File: src/rtl/mcpu_pkg.sv
// Shared encodings for the multicycle control unit: one-hot states, MIPS
// opcode/funct fields and ALU operation codes.
package mcpu_pkg;

    typedef enum logic [15:0] {
        S_IDLE     = 16'h0000,
        S_FETCH    = 16'h0001,
        S_DECODE   = 16'h0002,
        S_MEM_ADDR = 16'h0004,
        S_MEM_RD   = 16'h0008,
        S_MEM_WB   = 16'h0010,
        S_MEM_WR   = 16'h0020,
        S_R_EXEC   = 16'h0040,
        S_R_WB     = 16'h0080,
        S_I_EXEC   = 16'h0100,
        S_I_WB     = 16'h0200,
        S_BRANCH   = 16'h0400,
        S_JUMP     = 16'h0800,
        S_JAL      = 16'h1000,
        S_JR       = 16'h2000,
        S_TRAP     = 16'h4000
    } state_t;

    localparam logic [5:0] OP_RTYPE = 6'b000000;
    localparam logic [5:0] OP_J     = 6'b000010;
    localparam logic [5:0] OP_JAL   = 6'b000011;
    localparam logic [5:0] OP_BEQ   = 6'b000100;
    localparam logic [5:0] OP_BNE   = 6'b000101;
    localparam logic [5:0] OP_ADDI  = 6'b001000;
    localparam logic [5:0] OP_SLTI  = 6'b001010;
    localparam logic [5:0] OP_ANDI  = 6'b001100;
    localparam logic [5:0] OP_ORI   = 6'b001101;
    localparam logic [5:0] OP_XORI  = 6'b001110;
    localparam logic [5:0] OP_LUI   = 6'b001111;
    localparam logic [5:0] OP_LW    = 6'b100011;
    localparam logic [5:0] OP_SW    = 6'b101011;

    localparam logic [5:0] FUNCT_JR = 6'b001000;

    localparam int unsigned ALU_ADD   = 0;
    localparam int unsigned ALU_SUB   = 1;
    localparam int unsigned ALU_RTYPE = 2;
    localparam int unsigned ALU_ADDI  = 3;
    localparam int unsigned ALU_ANDI  = 4;
    localparam int unsigned ALU_ORI   = 5;
    localparam int unsigned ALU_XORI  = 6;
    localparam int unsigned ALU_SLTI  = 7;
    localparam int unsigned ALU_LUI   = 8;

endpackage

File: src/rtl/imm_alu_decode.sv
// Maps an I-type opcode to its ALU operation code; shared with the pipelined core.
module imm_alu_decode
    import mcpu_pkg::*;
#(
    parameter int unsigned ALUOP_W = 3
) (
    input  logic [5:0]         op,
    output logic [ALUOP_W-1:0] alu_op
);

    // A 3-bit ALU op field has no room for a dedicated LUI code, so LUI rides on ADD.
    localparam int unsigned LUI_CODE = (ALUOP_W > 3) ? ALU_LUI : ALU_ADDI;

    always_comb begin
        alu_op = '0;
        case (op)
            OP_ADDI: alu_op = ALUOP_W'(ALU_ADDI);
            OP_ANDI: alu_op = ALUOP_W'(ALU_ANDI);
            OP_ORI:  alu_op = ALUOP_W'(ALU_ORI);
            OP_XORI: alu_op = ALUOP_W'(ALU_XORI);
            OP_SLTI: alu_op = ALUOP_W'(ALU_SLTI);
            OP_LUI:  alu_op = ALUOP_W'(LUI_CODE);
            default: alu_op = '0;
        endcase
    end

endmodule

File: src/rtl/multicycle_sequencer.sv
// Multicycle MIPS-subset control FSM: one-hot Moore state machine driving the
// datapath controls, plus a retired-instruction counter.
module multicycle_sequencer
    import mcpu_pkg::*;
#(
    parameter int unsigned ALUOP_W = 3,
    parameter int unsigned CNT_W   = 32,
    parameter int unsigned WAIT_EN = 1
) (
    input  logic               clock,
    input  logic               reset,
    input  logic [5:0]         op,
    input  logic [5:0]         funct,
    input  logic               mem_ready,
    output logic               pc_write,
    output logic               pc_write_cond_eq,
    output logic               pc_write_cond_ne,
    output logic               iord,
    output logic               mem_read,
    output logic               mem_write,
    output logic               ir_write,
    output logic               alu_src_a,
    output logic               reg_write,
    output logic               illegal_op,
    output logic [1:0]         pc_source,
    output logic [1:0]         alu_src_b,
    output logic [1:0]         memtoreg,
    output logic [1:0]         reg_dst,
    output logic [ALUOP_W-1:0] alu_op,
    output logic [15:0]        state,
    output logic [CNT_W-1:0]   instr_count
);

    state_t             state_q;
    state_t             state_d;
    logic               retire;
    logic               ready;
    logic [ALUOP_W-1:0] imm_alu_op;
    logic [CNT_W-1:0]   count_q;

    assign ready = (WAIT_EN != 0) ? mem_ready : 1'b1;

    imm_alu_decode #(.ALUOP_W(ALUOP_W)) u_imm_alu_decode (
        .op     (op),
        .alu_op (imm_alu_op)
    );

    always_ff @(posedge clock or negedge reset) begin
        if (!reset) begin
            state_q <= S_IDLE;
            count_q <= '0;
        end else begin
            state_q <= state_d;
            if (retire) begin
                count_q <= count_q + CNT_W'(1);
            end
        end
    end

    always_comb begin
        state_d          = state_q;
        retire           = 1'b0;
        pc_write         = 1'b0;
        pc_write_cond_eq = 1'b0;
        pc_write_cond_ne = 1'b0;
        iord             = 1'b0;
        mem_read         = 1'b0;
        mem_write        = 1'b0;
        ir_write         = 1'b0;
        alu_src_a        = 1'b0;
        reg_write        = 1'b0;
        illegal_op       = 1'b0;
        pc_source        = 2'b00;
        alu_src_b        = 2'b00;
        memtoreg         = 2'b00;
        reg_dst          = 2'b00;
        alu_op           = '0;

        case (state_q)
            S_IDLE: state_d = S_FETCH;
            S_FETCH: begin
                mem_read  = 1'b1;
                alu_src_b = 2'b01;
                alu_op    = ALUOP_W'(ALU_ADD);
                ir_write  = ready;
                pc_write  = ready;
                if (ready) state_d = S_DECODE;
            end
            S_DECODE: begin
                alu_src_b = 2'b11;
                alu_op    = ALUOP_W'(ALU_ADD);
                case (op)
                    OP_LW, OP_SW:   state_d = S_MEM_ADDR;
                    OP_RTYPE:       state_d = (funct == FUNCT_JR) ? S_JR : S_R_EXEC;
                    OP_ADDI, OP_SLTI, OP_ANDI,
                    OP_ORI, OP_XORI, OP_LUI:
                                    state_d = S_I_EXEC;
                    OP_BEQ, OP_BNE: state_d = S_BRANCH;
                    OP_J:           state_d = S_JUMP;
                    OP_JAL:         state_d = S_JAL;
                    default:        state_d = S_TRAP;
                endcase
            end
            S_MEM_ADDR: begin
                alu_src_a = 1'b1;
                alu_src_b = 2'b10;
                alu_op    = ALUOP_W'(ALU_ADD);
                state_d   = (op == OP_LW) ? S_MEM_RD : S_MEM_WR;
            end
            S_MEM_RD: begin
                iord     = 1'b1;
                mem_read = 1'b1;
                if (ready) state_d = S_MEM_WB;
            end
            S_MEM_WB: begin
                reg_write = 1'b1;
                memtoreg  = 2'b01;
                retire    = 1'b1;
                state_d   = S_FETCH;
            end
            S_MEM_WR: begin
                iord      = 1'b1;
                mem_write = 1'b1;
                if (ready) begin
                    retire  = 1'b1;
                    state_d = S_FETCH;
                end
            end
            S_R_EXEC: begin
                alu_src_a = 1'b1;
                alu_op    = ALUOP_W'(ALU_RTYPE);
                state_d   = S_R_WB;
            end
            S_R_WB: begin
                reg_write = 1'b1;
                reg_dst   = 2'b01;
                retire    = 1'b1;
                state_d   = S_FETCH;
            end
            S_I_EXEC: begin
                alu_src_a = 1'b1;
                alu_src_b = 2'b10;
                alu_op    = imm_alu_op;
                state_d   = S_I_WB;
            end
            S_I_WB: begin
                reg_write = 1'b1;
                retire    = 1'b1;
                state_d   = S_FETCH;
            end
            S_BRANCH: begin
                alu_src_a        = 1'b1;
                alu_op           = ALUOP_W'(ALU_SUB);
                pc_source        = 2'b01;
                pc_write_cond_eq = (op == OP_BEQ);
                pc_write_cond_ne = (op == OP_BNE);
                retire           = 1'b1;
                state_d          = S_FETCH;
            end
            S_JUMP: begin
                pc_write  = 1'b1;
                pc_source = 2'b10;
                retire    = 1'b1;
                state_d   = S_FETCH;
            end
            S_JAL: begin
                pc_write  = 1'b1;
                pc_source = 2'b10;
                reg_write = 1'b1;
                reg_dst   = 2'b10;
                memtoreg  = 2'b10;
                retire    = 1'b1;
                state_d   = S_FETCH;
            end
            S_JR: begin
                pc_write  = 1'b1;
                pc_source = 2'b11;
                retire    = 1'b1;
                state_d   = S_FETCH;
            end
            S_TRAP: begin
                illegal_op = 1'b1;
                state_d    = S_TRAP;
            end
            // Corrupted (non-one-hot) state recovers by refetching.
            default: state_d = S_FETCH;
        endcase
    end

    assign state       = state_q;
    assign instr_count = count_q;

endmodule
File: config.mk
export PLATFORM = sky130hd
export DESIGN_NAME = multicycle_sequencer
export DESIGN_NICKNAME = d
export VERILOG_FILES = /design/src/rtl/mcpu_pkg.sv /design/src/rtl/imm_alu_decode.sv /design/src/rtl/multicycle_sequencer.sv
export SDC_FILE = /design/constraint.sdc
export NUM_CORES = 1
export LEC_CHECK = 0
export ABC_CLOCK_PERIOD_IN_PS = 4100
export CAP_MARGIN = 0
export CELL_PAD_IN_SITES_DETAIL_PLACEMENT = 1
export CELL_PAD_IN_SITES_GLOBAL_PLACEMENT = 2
export CORE_MARGIN = 1
export CORE_UTILIZATION = 32
export CTS_CLUSTER_SIZE = 20
export DETAILED_ROUTE_END_ITERATION = 16
export GPL_TIMING_DRIVEN = 0
export PLACE_DENSITY_LB_ADDON = 0.05
export SLEW_MARGIN = 10
export SYNTH_ARGS = -nofsm -noshare
export SYNTH_HDL_FRONTEND = slang
export SYNTH_SLANG_ARGS = --single-unit
File: constraint.sdc
create_clock -name clock -period 4.1 [get_ports clock]
set_input_delay 0.41 -clock clock [delete_from_list [all_inputs] [get_ports clock]]
set_output_delay 0.41 -clock clock [all_outputs]
set_load 0.005 [all_outputs]
Yosys cells after proc, flatten, opt, wreduce, memory -nomap -nowiden

Cells that the tools add are included.

Add/subtract/negate cells: 1
Reductions and logical operators: 14
Muxes and demuxes: 25
Equal/unequal tests: 31

Operator list:

| cell                                                                    | count |
|---|---|
| 16-bit one-hot mux with 8 select lines                                  | 1 |
| 15-bit one-hot mux with 6 select lines                                  | 1 |
| 16-bit 2-to-1 mux                                                       | 3 |
| 6-bit by 4-bit equality test with 1-bit output, second input constant   | 7 |
| 32-bit by 1-bit adder with 32-bit output, second input constant         | 1 |
| 16-bit by 1-bit equality test with 1-bit output, second input constant  | 1 |
| 16-bit by 10-bit equality test with 1-bit output, second input constant | 1 |
| 16-bit by 11-bit equality test with 1-bit output, second input constant | 1 |
| 16-bit by 12-bit equality test with 1-bit output, second input constant | 1 |
| 16-bit by 13-bit equality test with 1-bit output, second input constant | 1 |
| 16-bit by 14-bit equality test with 1-bit output, second input constant | 1 |
| 16-bit by 15-bit equality test with 1-bit output, second input constant | 1 |
| 16-bit by 2-bit equality test with 1-bit output, second input constant  | 1 |
| 16-bit by 3-bit equality test with 1-bit output, second input constant  | 1 |
| 16-bit by 4-bit equality test with 1-bit output, second input constant  | 1 |
| 16-bit by 5-bit equality test with 1-bit output, second input constant  | 1 |
| 16-bit by 6-bit equality test with 1-bit output, second input constant  | 1 |
| 16-bit by 7-bit equality test with 1-bit output, second input constant  | 1 |
| 16-bit by 8-bit equality test with 1-bit output, second input constant  | 1 |
| 16-bit by 9-bit equality test with 1-bit output, second input constant  | 1 |
| 3-bit one-hot mux with 5 select lines                                   | 1 |
| 14-bit 2-to-1 mux                                                       | 1 |
| 2-bit OR reduction                                                      | 7 |
| 6-bit by 2-bit equality test with 1-bit output, second input constant   | 2 |
| other kinds (15)                                                        | 32 |

Bits of input ports: 15
Register bits: 48
Logic and storage cells: 73

Logic depth before layout (Yosys ltp)

Gate-level depths: netlist of the first run.

Word-level depth: 4
Mapped depth: 8
Depth with buffers taken out: 6

By module

A second synthesis of the first run with hierarchy kept.

Cell total of the unflattened synthesis: 259
Area total of the unflattened synthesis: 2547.4 um2

By module, submodules not included:

| module               | instances | cells an instance | area each (um2) | seq. area each (um2) |
|---|---|---|---|---|
| multicycle_sequencer | 1         | 251               | 2491.1          | 1176.1 |
| imm_alu_decode       | 1         | 8                 | 56.3            | 0.0 |

Least setup slack after synthesis of the first run

Ideal clock, no wire load.

Path type: reg-to-reg
Start point: register state_q[0], in the netlist state[0]
End point: register state_q[0], in the netlist state[0]
Stages on the path, launching flop included: 7
Setup time: 125 ps
Arrival time: 2419 ps
Buffers on the path: 1
Clock period less this slack: 2543 ps
Path slack: 1557 ps
Required time: 3975 ps
Cells stage by stage: dfrtp_1 buf_6 or4_4 nor3_2 or4b_1 a21oi_1 mux2_2

Cells in the longest elaborated chain, start to end: 3

Ends and longest elaborated chain:

| element                                                                 | RTL line                   | text |
|---|---|---|
| start, declared                                                         | multicycle_sequencer.sv:34 | `state_t state_q;` |
| start signal, assigned                                                  | multicycle_sequencer.sv:53 | `state_q <= state_d;` |
| 16-bit by 1-bit equality test with 1-bit output (tied with other cells) | multicycle_sequencer.sv:79 | `case (state_q)` |
| 2-bit inequality test (no source line)                                  | -                          |  |
| 3-bit AND reduction (no source line)                                    | -                          |  |

Several ways; a longest one is shown, not always the timed one.
A chain may end at the register's enable or synchronous reset.

Worst setup path in the final report of the first run

Start point: register state_q[4], in the netlist state[4]
End point: output port pc_write_cond_ne

Cells in the longest elaborated chain, start to end: 2

Ends and longest elaborated chain:

| element                                          | RTL line                   | text |
|---|---|---|
| 16-bit by 11-bit equality test with 1-bit output | multicycle_sequencer.sv:79 |  |
| 1-bit 2-to-1 mux                                 | multicycle_sequencer.sv:79 |  |
| end, declared                                    | multicycle_sequencer.sv:17 | `output logic pc_write_cond_ne,` |

No other way between the ends.

==> impl_metrics.ini, run 1 <==
[critical_path]
reg2reg_slack_ns = 1.07
worstSetupPathType = flop to primary output
startpoint_type = flop
cp-end-kind = primary output
slowest_delay_ns = 0.70
r2r_end = state[0]
r2r_cells = 6
path_max_fanout = 9
required_ns = 3.69
reg2reg_from = state[4]
cp_cell_sequence = clkbuf_1 > nor4_1 > and3_1 > nand4b_1 > or3b_2 > nor3_1 > clkdlybuf4s50_1
crit_slowest_cell = nor4_1
cp.arrival_ns = 3.38

[grt]
globalRouteMet1Util_pct = 24.9
top_usage_layer = met2
antenna_found_initial = 0
grt.overflow.total = 0
track_usage_pct = 20.6
grt_max_degree = 33
grt_pass1_vias = 3259
gr-usage-met3_pct = 3.28
grt_use_met2_pct = 38.1
grt_first_pass_wirelength_um = 16600

[die]
core_sq_um = 9730
num_io_pins = 84
die_y_um = 102
chipWidth_um = 102
rows = 36
start_util_pct = 32.8
die-area_sq_um = 10400

[sta]
tightest_slew_ns = 0.986
slew_viol_final = 0
finalCriticalPeriod_ns = 3.79
hold_violations = 0
fin_tns_setup_ns = 0
rsz0062_at_grt = false
skew_ns = 0.00985
setup_violations = 0
fmax_mhz = 264
slew_headroom_pct = 33.7
period_share_pct = 92.3

[final_layout]
n_antenna_cell = 0
syn2layout_area_growth_pct = 34.3
drive_gt1_share_pct = 9.20
fin_area_sq_um = 4280
multi_input_area_sq_um = 1790
final_nets = 451
ff_latch_area_sq_um = 1180
n_fill_cell = 1145

[synth]
synth_nets = 362
synth_mux_area_share_pct = 1.02
ys_seq_area_share_pct = 36.9
async_reset_ff_share_pct = 100
synth_xor_area_share_pct = 3.02
yosys.area_share.simple_pct = 25.3
synth_edf_count = 0
yosys_warnings = 0
synth-compound-area-share_pct = 26.3
synth-main-ff-cell = dfrtp_1
syn_inst = 346
netlist_area_sq_um = 3190
synth_fa_ha_area_share_pct = 0.392
ys_ff_latch = 47
ys_types = 59
synth_area_per_cell_sq_um = 9.22
synth_top_family_by_area = compound AO/OA/AOI/OAI gates

[clocking]
cts_tree = done
ctsHoldBuffers = 0
cts_resized = 0
numCtsBuffers = 5
clk_path_buf_depth = 2
htree_levels = 2
root_buffer = clkbuf_8
insertion_delay_ns = 0.30
clk_pin_slew_ns = 0.10
post_cts_buffers = 0
cts.sinks = 47

[detailed_routing]
postRouteAntennaNets = 0
routed_wl_um = 10200
drt_iter0_drc = 38
avgViaCountPerCell = 5.59
drtPass1Iterations = 4
routedWlPerCell_um = 18.0
via_count = 3174
drc = 0

[flow_run]
maxCapViolations = 0

[placed_design]
gp_congestion = 0.775
io_buffers = 81
placed_cell_area_sq_um = 4180
dp_hpwl_um = 7330

[outcome]
status = finished, final reports clean

[pwr]
p_per_area_nw_per_um2 = 295
ir_drop_mv = 0.238
p_leak_nw = 1.60

[min_path]
hold_path.class = input pin to asynchronous set/reset pin
## cell families after synthesis
group | Yosys count
flip-flops | 47
adder cells (fa/ha/maj) | 1
XOR/XNOR | 11
multiplexers | 3
AND/OR/NAND/NOR | 131
AO/OA/AOI/OAI | 103
other | 1
buffers and inverters | 49
## how the worst max path moves through the flow
stage	start	endpoint	slack, ns
after global placement	state[4]	pc_write_cond_ne	0.72
after global routing	state[4]	pc_write_cond_eq	0.09
after floorplan	state[0]	state[0]	1.56
after CTS	state[4]	pc_write_cond_eq	0.29
final	state[4]	pc_write_cond_ne	0.31
after detailed placement	state[4]	pc_write_cond_eq	0.67
## routing by layer
metal | vias to the layer above | wire length [um]
met5 | - | 0
met4 | 0 | 110
met3 | 9 | 286
met2 | 64 | 5260
met1 | 1579 | 4550
li1 | 1522 | -
## worst max-delay path: cells and delay by family (launching register included)
| family | cells | cell delay, ns |
|---|---|---|
| buffers and inverters | 2 | 0.72 |
| DFF | 1 | 0.40 |
| and+or+nand+nor | 5 | 1.95 |
## placed cells by master, fill, tap and decap left out, types with 11 or more instances in the layout
| master | Yosys | layout |
|---|---|---|
| clkdlybuf4s50_1 | 0 | 80 |
| nand3_1 | 15 | 15 |
| dfrtp_1 | 47 | 47 |
| o41ai_2 | 13 | 13 |
| nand2_1 | 19 | 19 |
| clkbuf_1 | 19 | 20 |
| inv_1 | 21 | 21 |
| nor3_1 | 11 | 11 |
| nor2_1 | 14 | 14 |
| a31oi_1 | 29 | 29 |
## power breakdown
| group | internal, mW | total [mW] | switching [mW] |
|---|---|---|---|
| sequential | 0.486 | 0.519 | 0.0331 |
| combinational | 0.210 | 0.393 | 0.183 |
| clock | 0.180 | 0.352 | 0.173 |
## registers in the layout (all words and copies together) (netlist names)
name	count
state	15
instr_count	32
## through the flow
| stage | hold slack, ns | power [mW] | cells | setup slack (ns) | util, % |
|---|---|---|---|---|---|
| floorplan | 0.114 | 0.733 | 346 | 1.56 | - |
| global placement | 0.514 | 0.919 | 560 | 0.724 | 42.8 |
| detailed placement | 0.372 | 0.927 | 561 | 0.674 | 43.0 |
| CTS | 0.0303 | 1.29 | 568 | 0.291 | 44.0 |
| global route | 0.0327 | 1.34 | 568 | 0.0920 | 44.0 |
| finish | 0.0237 | 1.26 | 568 | 0.314 | 44.0 |
## cells in the mapped netlist, types with 2 or more instances
cell       n  area [sq um]
a21boi_0   5          37.5
a21o_1     2          15.0
a21oi_1    5          25.0
a31oi_1   29           181
a41oi_1    4          35.0
and2_1     2          12.5
and3_1     4          25.0
and4_1     5          43.8
and4b_1    4          40.0
buf_1      2          7.51
buf_2      2          10.0
buf_6      4          45.0
clkbuf_1  19          71.3
dfrtp_1   47          1180
inv_1     21          78.8
mux2_2     2          22.5
nand2_1   19          71.3
nand2b_1   5          31.3
nand3_1   15          75.1
nand3b_1   2          15.0
nand4_1    8          50.1
nand4b_1   2          17.5
nor2_1    14          52.6
nor3_1    11          55.1
nor3b_1    2          15.0
nor4_1    10          62.6
nor4b_1    7          61.3
o211ai_1   2          15.0
o21a_1     7          52.6
o21ai_0   10          50.1
o21bai_1   3          22.5
o31ai_1    9          67.6
o41ai_1    7          61.3
o41ai_2   13           211
or2_2      3          18.8
or3_1      2          12.5
or4_1      5          37.5
or4_4      3          33.8
xnor2_1    8          70.1
xor2_1     3          26.3
## layout make-up
cell class | count | area share [%]
flip-flops and latches | 47 | 27.5
plain buffers | 28 | 3.30
clock inverters | 1 | 0.701
inverters | 21 | 1.84
multi-input cells | 250 | 41.9
repair buffers | 82 | 19.3
well taps | 133 | 3.88
clock buffers | 6 | 1.69
(Power assumes the default switching activity.)
==> run 2: changes to the inputs <==
--- a/config.mk
+++ b/config.mk
@@ -15,7 +15,7 @@
 export DETAILED_ROUTE_END_ITERATION = 16
 export GPL_TIMING_DRIVEN = 0
 export PLACE_DENSITY_LB_ADDON = 0.05
-export SLEW_MARGIN = 10
+export SLEW_MARGIN = 0
 export SYNTH_ARGS = -nofsm -noshare
 export SYNTH_HDL_FRONTEND = slang
 export SYNTH_SLANG_ARGS = --single-unit
==> impl_metrics.ini, run 2 (same netlist as run 1, synthesis figures left out) <==
[die]
die-area_sq_um = 10400
rows = 36
core_sq_um = 9730
num_io_pins = 84
chipWidth_um = 102
start_util_pct = 32.8
die_y_um = 102

[pwr]
ir_drop_mv = 0.242
clkPwrFrac_pct = 26.7
p_leak_nw = 1.60
switching_share_pct = 31.8
p_switching_mw = 0.396
p_seq_share_pct = 41.7
p_per_area_nw_per_um2 = 291
combPwrFrac_pct = 31.6
p_int_mw = 0.850

[grt]
grt_first_pass_wirelength_um = 16600
gr-usage-met3_pct = 3.01
globalRouteMet1Util_pct = 25.5
antenna_found_initial = 0
grt.overflow.total = 0
grt_use_met2_pct = 37.7
grt_pass1_vias = 3279
track_usage_pct = 20.5
grt_max_degree = 34
top_usage_layer = met2

[placed_design]
io_buffers = 81
gp_congestion = 0.775
dp_hpwl_um = 7360
placed_cell_area_sq_um = 4180
dpl_worst_slack_ns = 0.702

[critical_path]
cp-end-kind = primary output
required_ns = 3.69
worstSetupPathType = flop to primary output
path_max_fanout = 9
r2r_cells = 6
startpoint_type = flop
cp.arrival_ns = 3.32

[sta]
tightest_slew_ns = 1.01
period_share_pct = 91.1
fmax_mhz = 268
finalCriticalPeriod_ns = 3.73
fin_tns_setup_ns = 0
slew_headroom_pct = 32.1
skew_ns = 0.0154
slew_viol_final = 0
setup_violations = 0
hold_violations = 0
rsz0062_at_grt = false
hold_ws_ns = 0.0167
finalWorstSetupSlack_ns = 0.366

[clocking]
post_cts_buffers = 0
cts_resized = 0
cts.sinks = 47
htree_levels = 2
root_buffer = clkbuf_8
clk_pin_slew_ns = 0.10
clk_path_buf_depth = 2
cts_tree = done
numCtsBuffers = 5
ctsHoldBuffers = 0
insertion_delay_ns = 0.31

[detailed_routing]
routed_wl_um = 10200
routedWlPerCell_um = 17.9
drtPass1Iterations = 4
drc = 0
drt_iter0_drc = 73
postRouteAntennaNets = 0
via_count = 3162
avgViaCountPerCell = 5.56

[final_layout]
drive_gt1_share_pct = 9.63
final_nets = 451
syn2layout_area_growth_pct = 34.4
final_cell_mix = clkdlybuf4s50_1, dfrtp_1, a31oi_1
n_antenna_cell = 0
final_core_util_pct = 44.0
fin_area_sq_um = 4290
final_common_cell = clkdlybuf4s50_1
largest_reg_flops = 32

[outcome]
status = finished, final reports clean

[min_path]
hold_path.class = input pin to asynchronous set/reset pin

[flow_run]
maxCapViolations = 0
==> run 2: metal layers <==
layer	wire length (um)	share of wire, %
met2	5170	51
met4	93	0.91
met5	0	0
met3	281	2.8
met1	4630	45
==> run 2: path summary, 6_finish.rpt <==
kind,start,endpoint,slack [ns]
max in group asynchronous,reset,state[6],3.54
worst max register to register,state[12],state[0],1.10
worst max-delay path,state[4],pc_write_cond_ne,0.37
worst min-delay path,reset,instr_count[22],0.02
worst min register to register,instr_count[29],instr_count[29],0.54
min in group clock,op[1],state[11],0.52
==> run 2: layout make-up <==
class	instances	area (sq um)
fillers	1160	5440
multi-input cells	250	1790
flip-flops and latches	47	1180
repair buffers	82	826
well taps	133	166
plain buffers	28	141
clock buffers	7	96.3
inverters	21	78.8
clock inverters	1	7.51
==> run 2: metrics by stage <==
step / power, mW / cells
after floorplan: 0.733 / 346
after global placement: 0.919 / 560
after detailed placement: 0.927 / 561
after CTS: 1.27 / 569
after global routing: 1.32 / 569
final: 1.25 / 569
==> run 2: worst max-delay path, stage by stage (launching register included) <==
cell	delay (ns)
dfrtp_1	0.40
clkbuf_1	0.19
nor4_1	0.64
and3_1	0.41
nand4b_1	0.20
or3b_2	0.50
nor3_1	0.15
clkdlybuf4s50_1	0.53
==> run 2: power groups by stage <==
stage	combinational [mW]	sequential [mW]	clock, mW
2_1_floorplan	0.210	0.523	0
3_3_place_gp	0.391	0.527	0
3_5_place_dp	0.398	0.529	0
4_1_cts	0.401	0.520	0.347
5_1_grt	0.438	0.524	0.362
6_report	0.394	0.519	0.333
